`src/rtl/bridge_bus_pkg.sv`:
```
// Shared types and default widths for the bridge bus master and its ack timer.
package bridge_bus_pkg;

    localparam int unsigned DefAddrW         = 27;
    localparam int unsigned DefDataW         = 16;
    localparam int unsigned DefBeW           = DefDataW / 8;
    localparam int unsigned DefTimeoutCycles = 1024;

    typedef enum logic [1:0] {
        StIdle = 2'd0,
        StBus  = 2'd1,
        StRsp  = 2'd2
    } bus_state_e;

endpackage

```
`src/rtl/bridge_ack_timer.sv`:
```
// Counts strobe cycles of the current bridge transfer and flags when the ack wait expires.
module bridge_ack_timer #(
    parameter int unsigned Cycles = 1024
) (
    input  logic clk_i,
    input  logic rst_ni,
    input  logic load_i,
    input  logic inc_i,
    output logic expired_o
);

    localparam int unsigned CntW = $clog2(Cycles + 1);

    logic [CntW-1:0] cnt_q, cnt_d;

    // The count equals the number of strobe cycles seen so far, so the first strobe cycle is 1.
    always_comb begin
        cnt_d = cnt_q;
        if (load_i) begin
            cnt_d = CntW'(1);
        end else if (inc_i && !expired_o) begin
            cnt_d = cnt_q + CntW'(1);
        end
    end

    assign expired_o = (cnt_q >= CntW'(Cycles));

    always_ff @(posedge clk_i or negedge rst_ni) begin
        if (!rst_ni) begin
            cnt_q <= '0;
        end else begin
            cnt_q <= cnt_d;
        end
    end

endmodule

```
`src/rtl/bridge_bus_master.sv`:
```
// Single-outstanding initiator for the 16-bit bridge bus with a valid/ready command/response pair.
// Optional ack timeout is enabled by defining BRIDGE_TIMEOUT_EN.
module bridge_bus_master
    import bridge_bus_pkg::*;
#(
    parameter int unsigned ADDR_W         = DefAddrW,
    parameter int unsigned DATA_W         = DefDataW,
    parameter int unsigned BE_W           = DefBeW,
    parameter int unsigned TIMEOUT_CYCLES = DefTimeoutCycles
) (
    input  logic              clk_clk,
    input  logic              reset_reset_n,
    input  logic              cmd_valid,
    output logic              cmd_ready,
    input  logic              cmd_write,
    input  logic [ADDR_W-1:0] cmd_addr,
    input  logic [BE_W-1:0]   cmd_be,
    input  logic [DATA_W-1:0] cmd_wdata,
    output logic              rsp_valid,
    input  logic              rsp_ready,
    output logic [DATA_W-1:0] rsp_rdata,
    output logic              rsp_error,
    output logic [ADDR_W-1:0] bridge_memory_address,
    output logic [BE_W-1:0]   bridge_memory_byte_enable,
    output logic              bridge_memory_read,
    output logic              bridge_memory_write,
    output logic [DATA_W-1:0] bridge_memory_write_data,
    input  logic              bridge_memory_acknowledge,
    input  logic [DATA_W-1:0] bridge_memory_read_data,
    output logic              busy
);

    if (TIMEOUT_CYCLES < 1) begin : g_bad_timeout
        $error("TIMEOUT_CYCLES must be at least 1");
    end

    bus_state_e        state_q, state_d;
    logic [ADDR_W-1:0] addr_q, addr_d;
    logic [BE_W-1:0]   be_q, be_d;
    logic [DATA_W-1:0] wdata_q, wdata_d;
    logic              rd_q, rd_d;
    logic              wr_q, wr_d;
    logic              rsp_valid_q, rsp_valid_d;
    logic [DATA_W-1:0] rsp_rdata_q, rsp_rdata_d;
    logic              rsp_err_q, rsp_err_d;
    logic              tmr_load;
    logic              tmo_expired;

`ifdef BRIDGE_TIMEOUT_EN
    bridge_ack_timer #(
        .Cycles (TIMEOUT_CYCLES)
    ) u_ack_timer (
        .clk_i     (clk_clk),
        .rst_ni    (reset_reset_n),
        .load_i    (tmr_load),
        .inc_i     (state_q == StBus),
        .expired_o (tmo_expired)
    );
`else
    // Without the timer the error flag can never be set and stays constant 0.
    assign tmo_expired = 1'b0;
`endif

    always_comb begin
        state_d     = state_q;
        addr_d      = addr_q;
        be_d        = be_q;
        wdata_d     = wdata_q;
        rd_d        = rd_q;
        wr_d        = wr_q;
        rsp_valid_d = rsp_valid_q;
        rsp_rdata_d = rsp_rdata_q;
        rsp_err_d   = rsp_err_q;
        tmr_load    = 1'b0;

        unique case (state_q)
            StIdle: begin
                if (cmd_valid) begin
                    if (cmd_write && (cmd_be == '0)) begin
                        // Nothing to write: answer at once without touching the bus.
                        state_d     = StRsp;
                        rsp_valid_d = 1'b1;
                        rsp_rdata_d = '0;
                        rsp_err_d   = 1'b0;
                    end else begin
                        state_d  = StBus;
                        addr_d   = cmd_addr & ~ADDR_W'(1);
                        be_d     = cmd_write ? cmd_be : '1;
                        wdata_d  = cmd_write ? cmd_wdata : '0;
                        rd_d     = !cmd_write;
                        wr_d     = cmd_write;
                        tmr_load = 1'b1;
                    end
                end
            end
            StBus: begin
                // An ack arriving on the expiry edge still completes the transfer normally.
                if (bridge_memory_acknowledge || tmo_expired) begin
                    state_d     = StRsp;
                    addr_d      = '0;
                    be_d        = '0;
                    wdata_d     = '0;
                    rd_d        = 1'b0;
                    wr_d        = 1'b0;
                    rsp_valid_d = 1'b1;
                    rsp_rdata_d = (bridge_memory_acknowledge && rd_q) ?
                                  bridge_memory_read_data : '0;
                    rsp_err_d   = !bridge_memory_acknowledge;
                end
            end
            StRsp: begin
                if (rsp_ready) begin
                    state_d     = StIdle;
                    rsp_valid_d = 1'b0;
                end
            end
            default: begin
                state_d = StIdle;
            end
        endcase
    end

    always_ff @(posedge clk_clk or negedge reset_reset_n) begin
        if (!reset_reset_n) begin
            state_q     <= StIdle;
            addr_q      <= '0;
            be_q        <= '0;
            wdata_q     <= '0;
            rd_q        <= 1'b0;
            wr_q        <= 1'b0;
            rsp_valid_q <= 1'b0;
            rsp_rdata_q <= '0;
            rsp_err_q   <= 1'b0;
        end else begin
            state_q     <= state_d;
            addr_q      <= addr_d;
            be_q        <= be_d;
            wdata_q     <= wdata_d;
            rd_q        <= rd_d;
            wr_q        <= wr_d;
            rsp_valid_q <= rsp_valid_d;
            rsp_rdata_q <= rsp_rdata_d;
            rsp_err_q   <= rsp_err_d;
        end
    end

    assign cmd_ready                 = (state_q == StIdle);
    assign busy                      = (state_q != StIdle);
    assign bridge_memory_address     = addr_q;
    assign bridge_memory_byte_enable = be_q;
    assign bridge_memory_write_data  = wdata_q;
    assign bridge_memory_read        = rd_q;
    assign bridge_memory_write       = wr_q;
    assign rsp_valid                 = rsp_valid_q;
    assign rsp_rdata                 = rsp_rdata_q;
    assign rsp_error                 = rsp_err_q;

endmodule

```
`config.mk`:
```
export PLATFORM = sky130hd
export DESIGN_NAME = bridge_bus_master
export DESIGN_NICKNAME = d
export VERILOG_FILES = /design/src/rtl/bridge_bus_pkg.sv /design/src/rtl/bridge_ack_timer.sv /design/src/rtl/bridge_bus_master.sv
export SDC_FILE = /design/constraint.sdc
export NUM_CORES = 1
export LEC_CHECK = 0
export CAP_MARGIN = 25
export CORE_UTILIZATION = 43
export CTS_BUF_LIST = sky130_fd_sc_hd__clkbuf_8
export DETAILED_ROUTE_END_ITERATION = 7
export GPL_TIMING_DRIVEN = 0
export PLACE_DENSITY_LB_ADDON = 0.2
export SLEW_MARGIN = 0
export SYNTH_ARGS = -nofsm -noshare
export SYNTH_HDL_FRONTEND = slang
export SYNTH_HIERARCHICAL = 1
export SYNTH_SLANG_ARGS = --single-unit
export TNS_END_PERCENT = 20
```
`constraint.sdc`:
```
create_clock -name clk_clk -period 1.9 [get_ports clk_clk]
set_input_delay 0.285 -clock clk_clk [delete_from_list [all_inputs] [get_ports clk_clk]]
set_output_delay 0.285 -clock clk_clk [all_outputs]
set_load 0.03 [all_outputs]
```
Word level (Yosys, flattened, before mapping). Index checks and enable logic that the tools add are counted.

Flip-flop bits (word level): 67. Bits of input ports: 67. Output and inout port bits: 67. Word-level logic and storage cells: 69.

Eq/ne operators: 7. Mux-type cells: 40. Reduce and logical (&&, ||, !) cells: 13.

Operators with widths (count): two-way mux 16 bit (8); two-way mux 27 bit (3); one-hot mux 16 bit (2 select lines) (2); one-hot mux 27 bit (2 select lines) (1); two-way mux 2 bit (8); two-way mux 1 bit (12); != test 2 bit (second input constant) (4); AND reduction 4 bit (2); one-hot mux 1 bit (2 select lines) (3); one-hot mux 2 bit (3 select lines) (1); AND reduction 5 bit (1); zero test 2 bit (2); one-hot mux 2 bit (2 select lines) (1); nonzero test 2 bit (2); one-hot mux 1 bit (3 select lines) (1); AND reduction 3 bit (1); nonzero test 3 bit (1); == test 2 x 1 -> 1 bit (second input constant) (1); == test 2 bit (second input constant) (1); logical AND 1 bit (2); zero test 1 bit (2); != test 2 x 1 -> 1 bit (second input constant) (1).

Longest topological paths before layout. Gate-level depths: netlist of the first run.

Word-level depth: 5. Mapped depth: 6. Mapped depth without buffers: 3.

Least setup slack after synthesis of the first run. Ideal clock, no wire load.

Path type: reg-to-output. Start point: register state_q[0]. End point: output busy. Data arrival time: 1225 ps. Slack: 390 ps. Cell stages (with the launch flop): 4. Path through: dfrtp_1 > buf_6 > nor2_1 > inv_1.

Word-level cells in the longest chain between the ends: 1.

RTL lines: start: declaration (line bridge_bus_master.sv:37) `bus_state_e state_q, state_d;`; start signal: assignment (line bridge_bus_master.sv:125) `state_q <= StIdle;`; start signal: assignment (line bridge_bus_master.sv:135) `state_q <= state_d;`; nonzero test 2 bit (line bridge_bus_master.sv:148) `assign busy = (state_q != StIdle);`; end: declaration (line bridge_bus_master.sv:30) `output logic busy`.

Every way passes these cells.

Worst setup path in the final report of the first run.
Start point: register be_q[0], in the netlist bridge_memory_byte_enable[0]. End point: output bridge_memory_byte_enable[0].

RTL lines: start: declaration (line bridge_bus_master.sv:39) `logic [BE_W-1:0] be_q, be_d;`; start signal: assignment (line bridge_bus_master.sv:127) `be_q <= '0;`; start signal: assignment (line bridge_bus_master.sv:137) `be_q <= be_d;`; end: declaration (line bridge_bus_master.sv:24) `output logic [BE_W-1:0] bridge_memory_byte_enable,`.

No word-level cell between the ends.

==> insert_results.sql, run 1 <==
INSERT INTO impl_metrics (metric_group, metric, value, unit) VALUES
('power', 'power.density', '1620', 'nW/um^2'),
('setup_path', 'crit_path_cell_trace', 'clkdlybuf4s50_1', ''),
('timing', 'setup_ws', '226', 'ps'),
('grt', 'largest_net_degree_at_the_start_of_global_routing', '67', ''),
('drt', 'viasPerCell', '4.79', ''),
('setup_path', 'cp_top_family', 'buffers and inverters', ''),
('cells_and_area', 'diodes', '0', ''),
('clocking', 'cts_setup_buffers', '0', ''),
('placed_design', 'placedCellCount', '505', ''),
('drt', 'dr_total_vias', '2476', ''),
('timing', 'grt_setup_unrepaired', 'no', ''),
('floorplan', 'io_pins', '134', ''),
('synth', 'synth.largest_area_cell', 'sky130_fd_sc_hd__dfrtp_1', ''),
('clocking', 'clock_tree.buffer_depth', '2', ''),
('setup_path', 'cpMaxStageDelayCell', 'sky130_fd_sc_hd__clkdlybuf4s50_1', ''),
('timing', 'timing.fmax', '597', 'MHz'),
('floorplan', 'placementRows', '30', ''),
('timing', 'holdWs', '56.2', 'ps'),
('setup_path', 'worst_ep_arrival_time', '1390', 'ps'),
('drt', 'wirelength_met1', '3120', 'um'),
('cells_and_area', 'fraction_of_layout_cells_with_a_size_suffix_above_1', '6.64', '%'),
('hold_path', 'hold_path_class', 'in -> async', ''),
('power', 'vdd_drop_max', '0.793', 'mV'),
('synth', 'netlist-cell-type-count', '25', ''),
('floorplan', 'core_area', '6760', 'um^2'),
('drt', 'wl_met3', '618', 'um'),
('setup_path', 'critical_path_start_type', 'flip-flop', ''),
('clocking', 'cts_h_tree_lvls', '3', ''),
('drt', 'dr.max_layer_used', 'met4', ''),
('cells_and_area', 'final_cell_count_no_fill', '517', ''),
('clocking', 'clkLatencyLatePin', '330', 'ps'),
('clocking', 'cts_tree', 'done', ''),
('placed_design', 'port-buffer-count', '130', ''),
('placed_design', 'place_hpwl', '5070', 'um'),
('synth', 'ys_seq_elements', '66', ''),
('timing', 'worst_slew_pin_slew', '838', 'ps'),
('clocking', 'number_of_clock_buffers_inserted_by_tritoncts', '9', ''),
('timing', 'min_cycle_time_layout', '1670', 'ps'),
('synth', 'yosysWarningCount', '6', ''),
('run_status', 'status', 'finished, final reports clean', ''),
('synth', 'top_area_cell_type_share_of_the_netlist_area', '55.1', '%'),
('clocking', 'cts.sinks', '66', ''),
('grt', 'grt_antenna_before_repair', '0', ''),
('setup_path', 'worst_path_largest_cell_delay', '680', 'ps'),
('placed_design', 'dpl_worst_slack', '-48.3', 'ps'),
('synth', 'post_syn_area', '3000', 'um^2'),
('setup_path', 'critPathKind', 'reg -> out', ''),
('drt', 'route.detailed.drc', '0', ''),
('clocking', 'path_clk_slew', '70', 'ps'),
('cells_and_area', 'syn_to_final_growth', '52.1', '%'),
('setup_path', 'cp_data_required_time', '1620', 'ps'),
('timing', 'worst_slew_margin_rel', '44.2', '%'),
('grt', 'globalRouteOverflowTotal', '0', ''),
('timing', 'slew_viol_final', '0', ''),
('drt', 'met2WireLength', '3290', 'um'),
('timing', 'hold_violation_count_in_the_final_report', '0', ''),
('floorplan', 'fp.dieArea', '7310', 'um^2'),
('power', 'leakage', '0.00212', 'uW'),
('drt', 'first_iter_violations', '39', ''),
('synth', 'synth_top_cells_by_area', 'sky130_fd_sc_hd__dfrtp_1 55%, sky130_fd_sc_hd__mux2i_1 14%, sky130_fd_sc_hd__nand2_1 12%', ''),
('placed_design', 'finalWeightedCongestion', '0.740', ''),
('cells_and_area', 'fin_util', '67.5', '%'),
('drt', 'postRouteWirelength', '7140', 'um'),
('grt', 'grt_usage', '20.8', '%'),
('floorplan', 'chipHeight', '85.5', 'um'),
('grt', 'grt_first_pass_wirelength', '11900', 'um'),
('timing', 'fin_skew', '4.52', 'ps'),
('cells_and_area', 'nNetsFinal', '503', ''),
('synth', 'syn_area_per_cell', '10.2', 'um^2'),
('synth', 'gate_count_post_synth', '295', ''),
('floorplan', 'chipWidth', '85.5', 'um'),
('drt', 'drt-wirelength-per-cell', '13.8', 'um'),
('setup_path', 'endpoint_kind', 'primary output', ''),
('flow_run', 'number_of_max_cap_violations', '0', ''),
('timing', 'timing.final.crit_share', '88.1', '%'),
('clocking', 'clock_root_buffer', 'sky130_fd_sc_hd__clkbuf_8', ''),
('timing', 'setup_viol_count_final', '0', ''),
('floorplan', 'start_util', '44.4', '%'),
('setup_path', 'timing.critical_path.fanout_max', '3', ''),
('synth', 'syn_nets', '362', ''),
('grt', 'grt_pass1_vias', '2495', ''),
('drt', 'route.antenna.remaining_nets', '0', ''),
('setup_path', 'cp_num_buf_inv', '1', ''),
('drt', 'drt_pass1_iterations', '4', ''),
('synth', 'synth-seq-area-share', '55.1', '%');
cell type report:
class	instances	area, um^2
Fill cell	573	2200
Sequential cell	66	1650
Timing Repair Buffer	130	1300
Multi-Input combinational cell	177	1050
Buffer	22	181
Clock buffer	12	165
Inverter	30	113
Tap cell	80	100
sequential cells by signal (all words and copies together) (netlist names):
| name | cells |
|---|---|
| bridge_memory_write_data | 16 |
| bridge_memory_read | 1 |
| state_q | 2 |
| rsp_rdata | 16 |
| bridge_memory_write | 1 |
| rsp_error | 1 |
| bridge_memory_address | 26 |
| bridge_memory_byte_enable | 2 |
| rsp_valid | 1 |
metrics by stage:
stage	setup TNS (ps)	cell area, um^2	power [uW]
2_1_floorplan	0	3000	4770
3_3_place_gp	-109600	4400	6360
3_5_place_dp	-250	4400	6450
4_1_cts	0	4560	7480
5_1_grt	0	4560	7870
6_report	0	4560	7400
routing by layer:
layer / global-route usage (%) / up-vias
li1: - / 1217
met1: 26.8 / 1153
met2: 33.2 / 96
met3: 5.74 / 10
met4: 8.48 / 0
met5: 0 / -
cell usage in the layout, fill, tap and decap left out, types with 2 or more instances in the layout:
cell type | synthesis | final
sky130_fd_sc_hd__nor2_1 | 2 | 2
sky130_fd_sc_hd__mux2i_1 | 43 | 43
sky130_fd_sc_hd__clkbuf_1 | 9 | 9
sky130_fd_sc_hd__buf_2 | 3 | 3
sky130_fd_sc_hd__inv_1 | 30 | 30
sky130_fd_sc_hd__nand2_1 | 97 | 97
sky130_fd_sc_hd__nand3b_1 | 2 | 2
sky130_fd_sc_hd__clkbuf_8 | 0 | 12
sky130_fd_sc_hd__buf_12 | 4 | 4
sky130_fd_sc_hd__buf_4 | 4 | 5
sky130_fd_sc_hd__o211ai_1 | 2 | 2
sky130_fd_sc_hd__clkdlybuf4s50_1 | 0 | 127
sky130_fd_sc_hd__nor3b_4 | 2 | 2
sky130_fd_sc_hd__o21ai_0 | 2 | 2
sky130_fd_sc_hd__dfrtp_1 | 66 | 66
sky130_fd_sc_hd__nand3_1 | 2 | 2
sky130_fd_sc_hd__buf_6 | 2 | 2
sky130_fd_sc_hd__dlygate4sd2_1 | 0 | 2
sky130_fd_sc_hd__o22ai_1 | 16 | 16
worst paths after layout:
kind | slack (ps) | end | start | cells after the start
max | 230 | bridge_memory_byte_enable[0] | bridge_memory_byte_enable[0]$_DFFE_PN0P_ | 1
min | 60 | rsp_rdata[10]$_DFFE_PN0P_ | reset_reset_n | 1
max reg2reg | 230 | bridge_memory_address[19]$_DFFE_PN0P_ | state_q[1]$_DFFE_PN0P_ | 6
min reg2reg | 510 | rsp_valid$_DFFE_PN0P_ | rsp_valid$_DFFE_PN0P_ | 2
max in group asynchronous | 1310 | bridge_memory_address[7]$_DFFE_PN0P_ | reset_reset_n | 1
min in group clk_clk | 250 | bridge_memory_write_data[6]$_DFFE_PN0P_ | cmd_write | 3
power by group:
part           leakage (uW)  switching [uW]  total (uW)  internal [uW]
logic               0.00119            2320        4060           1750
registers          0.000847             312        2300           1990
clock network     0.0000863             483        1040            552
Yosys cell counts:
library cell and number:
sky130_fd_sc_hd__a22oi_1 1, sky130_fd_sc_hd__a2bb2oi_1 1, sky130_fd_sc_hd__and2_1 1, sky130_fd_sc_hd__and3_1 1, sky130_fd_sc_hd__buf_12 4, sky130_fd_sc_hd__buf_2 3
sky130_fd_sc_hd__buf_4 4, sky130_fd_sc_hd__buf_6 2, sky130_fd_sc_hd__clkbuf_1 9, sky130_fd_sc_hd__conb_1 1, sky130_fd_sc_hd__dfrtp_1 66, sky130_fd_sc_hd__inv_1 30
sky130_fd_sc_hd__mux2i_1 43, sky130_fd_sc_hd__nand2_1 97, sky130_fd_sc_hd__nand2b_1 1, sky130_fd_sc_hd__nand3_1 2, sky130_fd_sc_hd__nand3b_1 2, sky130_fd_sc_hd__nor2_1 2
sky130_fd_sc_hd__nor2b_2 1, sky130_fd_sc_hd__nor3b_4 2, sky130_fd_sc_hd__o211ai_1 2, sky130_fd_sc_hd__o21ai_0 2, sky130_fd_sc_hd__o21ai_1 1, sky130_fd_sc_hd__o22ai_1 16
sky130_fd_sc_hd__o311ai_0 1
cells by family (layout without fill, tap and decap cells):
kind of cell	after synthesis	count (layout)	synth area share (%)
other	1	1	0.125
AND/OR/NAND/NOR	109	109	15.4
multiplexers	43	43	14.4
flip-flops	66	66	55.1
buffers and inverters	52	194	9.81
AO/OA/AOI/OAI	24	24	5.18
repair_timing:
| action | in CTS | in global routing |
|---|---|---|
| hold buffers | 0 | 0 |
| hold endpoints to repair | 0 | 0 |
| endpoints found under the setup margin | 2 | 0 |
| gates resized for setup | 2 | 0 |
(Power assumes the default switching activity.)
==> run 2: changes to the inputs <==
==> constraint.sdc (replaced) <==
create_clock -name clk_clk -period 1.55 [get_ports clk_clk]
set_input_delay 0.2325 -clock clk_clk [delete_from_list [all_inputs] [get_ports clk_clk]]
set_output_delay 0.2325 -clock clk_clk [all_outputs]
set_load 0.01 [all_outputs]
==> run 2 against run 1 <==
Flip-flop and latch count unchanged. Clock power increased by 22%. Critical path type is now reg -> reg. Power is 12% higher. Largest cell class unchanged. Sequential share of layout area is 1.4 points lower. The run now ends with negative hold slack left. Count of clock-buffer cells in the layout stayed put. Sequential power is 23% higher. Worst setup slack got worse by 220 ps. Combinational power is 3% higher. Cell count up 2.5%. Via count increased by 2.9%. Clock skew is 0.58 ps higher.
==> insert_results.sql, run 2 (synthesis gave the netlist of run 1 again) <==
INSERT INTO impl_metrics (metric_group, metric, value, unit) VALUES
('setup_path', 'endpoint_kind', 'flip-flop', ''),
('cells_and_area', 'syn_to_final_growth', '58.2', '%'),
('floorplan', 'fp.dieArea', '7310', 'um^2'),
('drt', 'route.detailed.drc', '0', ''),
('setup_path', 'critPathKind', 'reg -> reg', ''),
('drt', 'viasPerCell', '4.81', ''),
('drt', 'route.antenna.remaining_nets', '0', ''),
('cells_and_area', 'final_common_cell', 'sky130_fd_sc_hd__clkdlybuf4s50_1', ''),
('floorplan', 'io_pins', '134', ''),
('power', 'vdd_drop_max', '0.857', 'mV'),
('cells_and_area', 'fraction_of_layout_cells_with_a_size_suffix_above_1', '11.6', '%'),
('clocking', 'hold_buffers', '0', ''),
('grt', 'grt_pass1_vias', '2524', ''),
('cells_and_area', 'diodes', '0', ''),
('setup_path', 'crit_path_start', 'state_q[0]$_DFFE_PN0P_', ''),
('grt', 'grt_antenna_before_repair', '0', ''),
('grt', 'grt_usage', '20.9', '%'),
('clocking', 'clkLatencyLatePin', '330', 'ps'),
('setup_path', 'critical_path_start_type', 'flip-flop', ''),
('floorplan', 'start_util', '44.4', '%'),
('timing', 'grt_setup_unrepaired', 'yes', ''),
('drt', 'first_iter_violations', '54', ''),
('cells_and_area', 'layout.cell_area.non_filler', '4740', 'um^2'),
('timing', 'setup_viol_count_final', '0', ''),
('timing', 'min_cycle_time_layout', '1540', 'ps'),
('placed_design', 'place_hpwl', '5070', 'um'),
('floorplan', 'placementRows', '30', ''),
('timing', 'worst_slew_pin_slew', '852', 'ps'),
('setup_path', 'cpMaxStageDelayCell', 'sky130_fd_sc_hd__dfrtp_1', ''),
('drt', 'postRouteWirelength', '7350', 'um'),
('drt', 'drt-wirelength-per-cell', '13.9', 'um'),
('placed_design', 'port-buffer-count', '130', ''),
('setup_path', 'reg2regPathDepth', '6', ''),
('clocking', 'number_of_clock_buffers_inserted_by_tritoncts', '9', ''),
('setup_path', 'worst_r2r_startpoint', 'state_q[0]$_DFFE_PN0P_', ''),
('timing', 'worst_slew_margin_rel', '43.2', '%'),
('floorplan', 'chipWidth', '85.5', 'um'),
('timing', 'timing.final.crit_share', '99.6', '%'),
('flow_run', 'number_of_max_cap_violations', '0', ''),
('setup_path', 'crit_path_cell_trace', 'buf_6 > nor3b_4 > nor2b_4 > buf_12 > buf_12 > mux2i_2', ''),
('clocking', 'path_clk_slew', '70', 'ps'),
('clocking', 'clock_tree.buffer_depth', '2', ''),
('cells_and_area', 'largest_reg_flops', '26', ''),
('cells_and_area', 'filler_cell_count', '558', ''),
('timing', 'fin_skew', '5.11', 'ps'),
('setup_path', 'worst_ep_arrival_time', '1790', 'ps'),
('timing', 'holdWs', '-11.2', 'ps'),
('setup_path', 'worst_path_largest_cell_delay', '370', 'ps'),
('clocking', 'cts_h_tree_lvls', '3', ''),
('grt', 'grt_first_pass_wirelength', '11900', 'um'),
('floorplan', 'chipHeight', '85.5', 'um'),
('drt', 'drt_pass1_iterations', '4', ''),
('setup_path', 'timing.reg2reg.setup_slack', '7', 'ps'),
('timing', 'hold_violation_count_in_the_final_report', '8', ''),
('run_status', 'status', 'finished with violations', ''),
('cells_and_area', 'nNetsFinal', '516', ''),
('hold_path', 'hold_path_class', 'in -> async', ''),
('grt', 'largest_net_degree_at_the_start_of_global_routing', '67', ''),
('placed_design', 'finalWeightedCongestion', '0.740', ''),
('setup_path', 'critical_path.endpoint', 'bridge_memory_address[19]$_DFFE_PN0P_', ''),
('placed_design', 'placement_cell_area', '4400', 'um^2'),
('setup_path', 'path_common_cell', 'sky130_fd_sc_hd__buf_12', ''),
('power', 'power.density', '1750', 'nW/um^2'),
('clocking', 'cts.sinks', '66', ''),
('floorplan', 'core_area', '6760', 'um^2'),
('clocking', 'cts_tree', 'done', ''),
('drt', 'dr_total_vias', '2548', ''),
('power', 'leakage', '0.00222', 'uW'),
('setup_path', 'r2r_end', 'bridge_memory_address[19]$_DFFE_PN0P_', ''),
('setup_path', 'cp_data_required_time', '1790', 'ps'),
('cells_and_area', 'final_cell_mix', '127 x sky130_fd_sc_hd__clkdlybuf4s50_1, 97 x sky130_fd_sc_hd__nand2_1, 66 x sky130_fd_sc_hd__dfrtp_1', ''),
('timing', 'slew_viol_final', '0', ''),
('grt', 'globalRouteOverflowTotal', '0', ''),
('setup_path', 'timing.critical_path.fanout_max', '10', ''),
('clocking', 'clock_root_buffer', 'sky130_fd_sc_hd__clkbuf_8', ''),
('timing', 'timing.fmax', '648', 'MHz'),
('run_status', 'violations', 'negative hold slack', '');
## run 2: what timing repair did
item,in CTS,in global routing
setup buffers,6,7
pin swaps,1,1
resized for setup,8,24
gates cloned,0,1
endpoints found under the setup margin,55,53
## run 2: final cells by class
cell class                      instances  area (um^2)  area share (%)
Clock buffer                           12          165            3.48
Buffer                                 21          218            4.59
Timing Repair Buffer                  144         1420            30.0
Tap cell                               80          100            2.11
Sequential cell                        66         1650            34.8
Multi-Input combinational cell        177         1070            22.5
Inverter                               30          113            2.38
## run 2: worst min path at each step
stage	endpoint	startpoint	slack, ps
CTS	state_q[1]$_DFFE_PN0P_	reset_reset_n	40
finish	rsp_rdata[10]$_DFFE_PN0P_	reset_reset_n	-10
global route	rsp_valid$_DFFE_PN0P_	reset_reset_n	70
floorplan	bridge_memory_address[10]$_DFFE_PN0P_	reset_reset_n	-60
detailed placement	rsp_rdata[10]$_DFFE_PN0P_	reset_reset_n	400
global placement	rsp_valid$_DFFE_PN0P_	rsp_valid$_DFFE_PN0P_	480
## run 2: where the power goes
group	total, uW	switching (uW)	internal, uW
clock network	1270	589	677
registers	2830	390	2440
logic	4180	1790	2390
## run 2: per-layer routing
metal  routed length (um)  share of wire (%)  global-route usage [%]
met5                    0                  0                       0
met2                 3470                 47                    33.6
met4                   62               0.84                    8.48
met1                 3200                 43                    26.6
met3                  618                8.4                    5.74
## run 2: critical path, delay by kind of cell (launching register included)
| family | cells | cell delay [ps] |
|---|---|---|
| buffers and inverters | 3 | 420 |
| flip-flops | 1 | 370 |
| multiplexers | 1 | 220 |
| AND/OR/NAND/NOR | 2 | 420 |
## run 2: stage by stage
stage | setup WS (ps) | cells | total power (uW) | utilization [%] | TNS [ps]
floorplan | 108 | 295 | 4740 | - | 0
global route | -61.6 | 530 | 8860 | 70.1 | -797
detailed placement | -346 | 505 | 6780 | 65.1 | -16530
finish | 6.54 | 530 | 8280 | 70.1 | 0
CTS | 6.36 | 523 | 8150 | 68.4 | 0
global placement | -1960 | 505 | 6670 | 65.1 | -143240
==> run 3: changes to the inputs <==
--- a/config.mk
+++ b/config.mk
@@ -5,10 +5,10 @@
 export SDC_FILE = /design/constraint.sdc
 export NUM_CORES = 1
 export LEC_CHECK = 0
-export CAP_MARGIN = 25
 export CORE_UTILIZATION = 43
 export CTS_BUF_LIST = sky130_fd_sc_hd__clkbuf_8
 export DETAILED_ROUTE_END_ITERATION = 7
+export GPL_ROUTABILITY_DRIVEN = 0
 export GPL_TIMING_DRIVEN = 0
 export PLACE_DENSITY_LB_ADDON = 0.2
 export SLEW_MARGIN = 0
==> results of run 3 <==
Same layout as run 2: the final DEF is identical, and so are final timing and power.
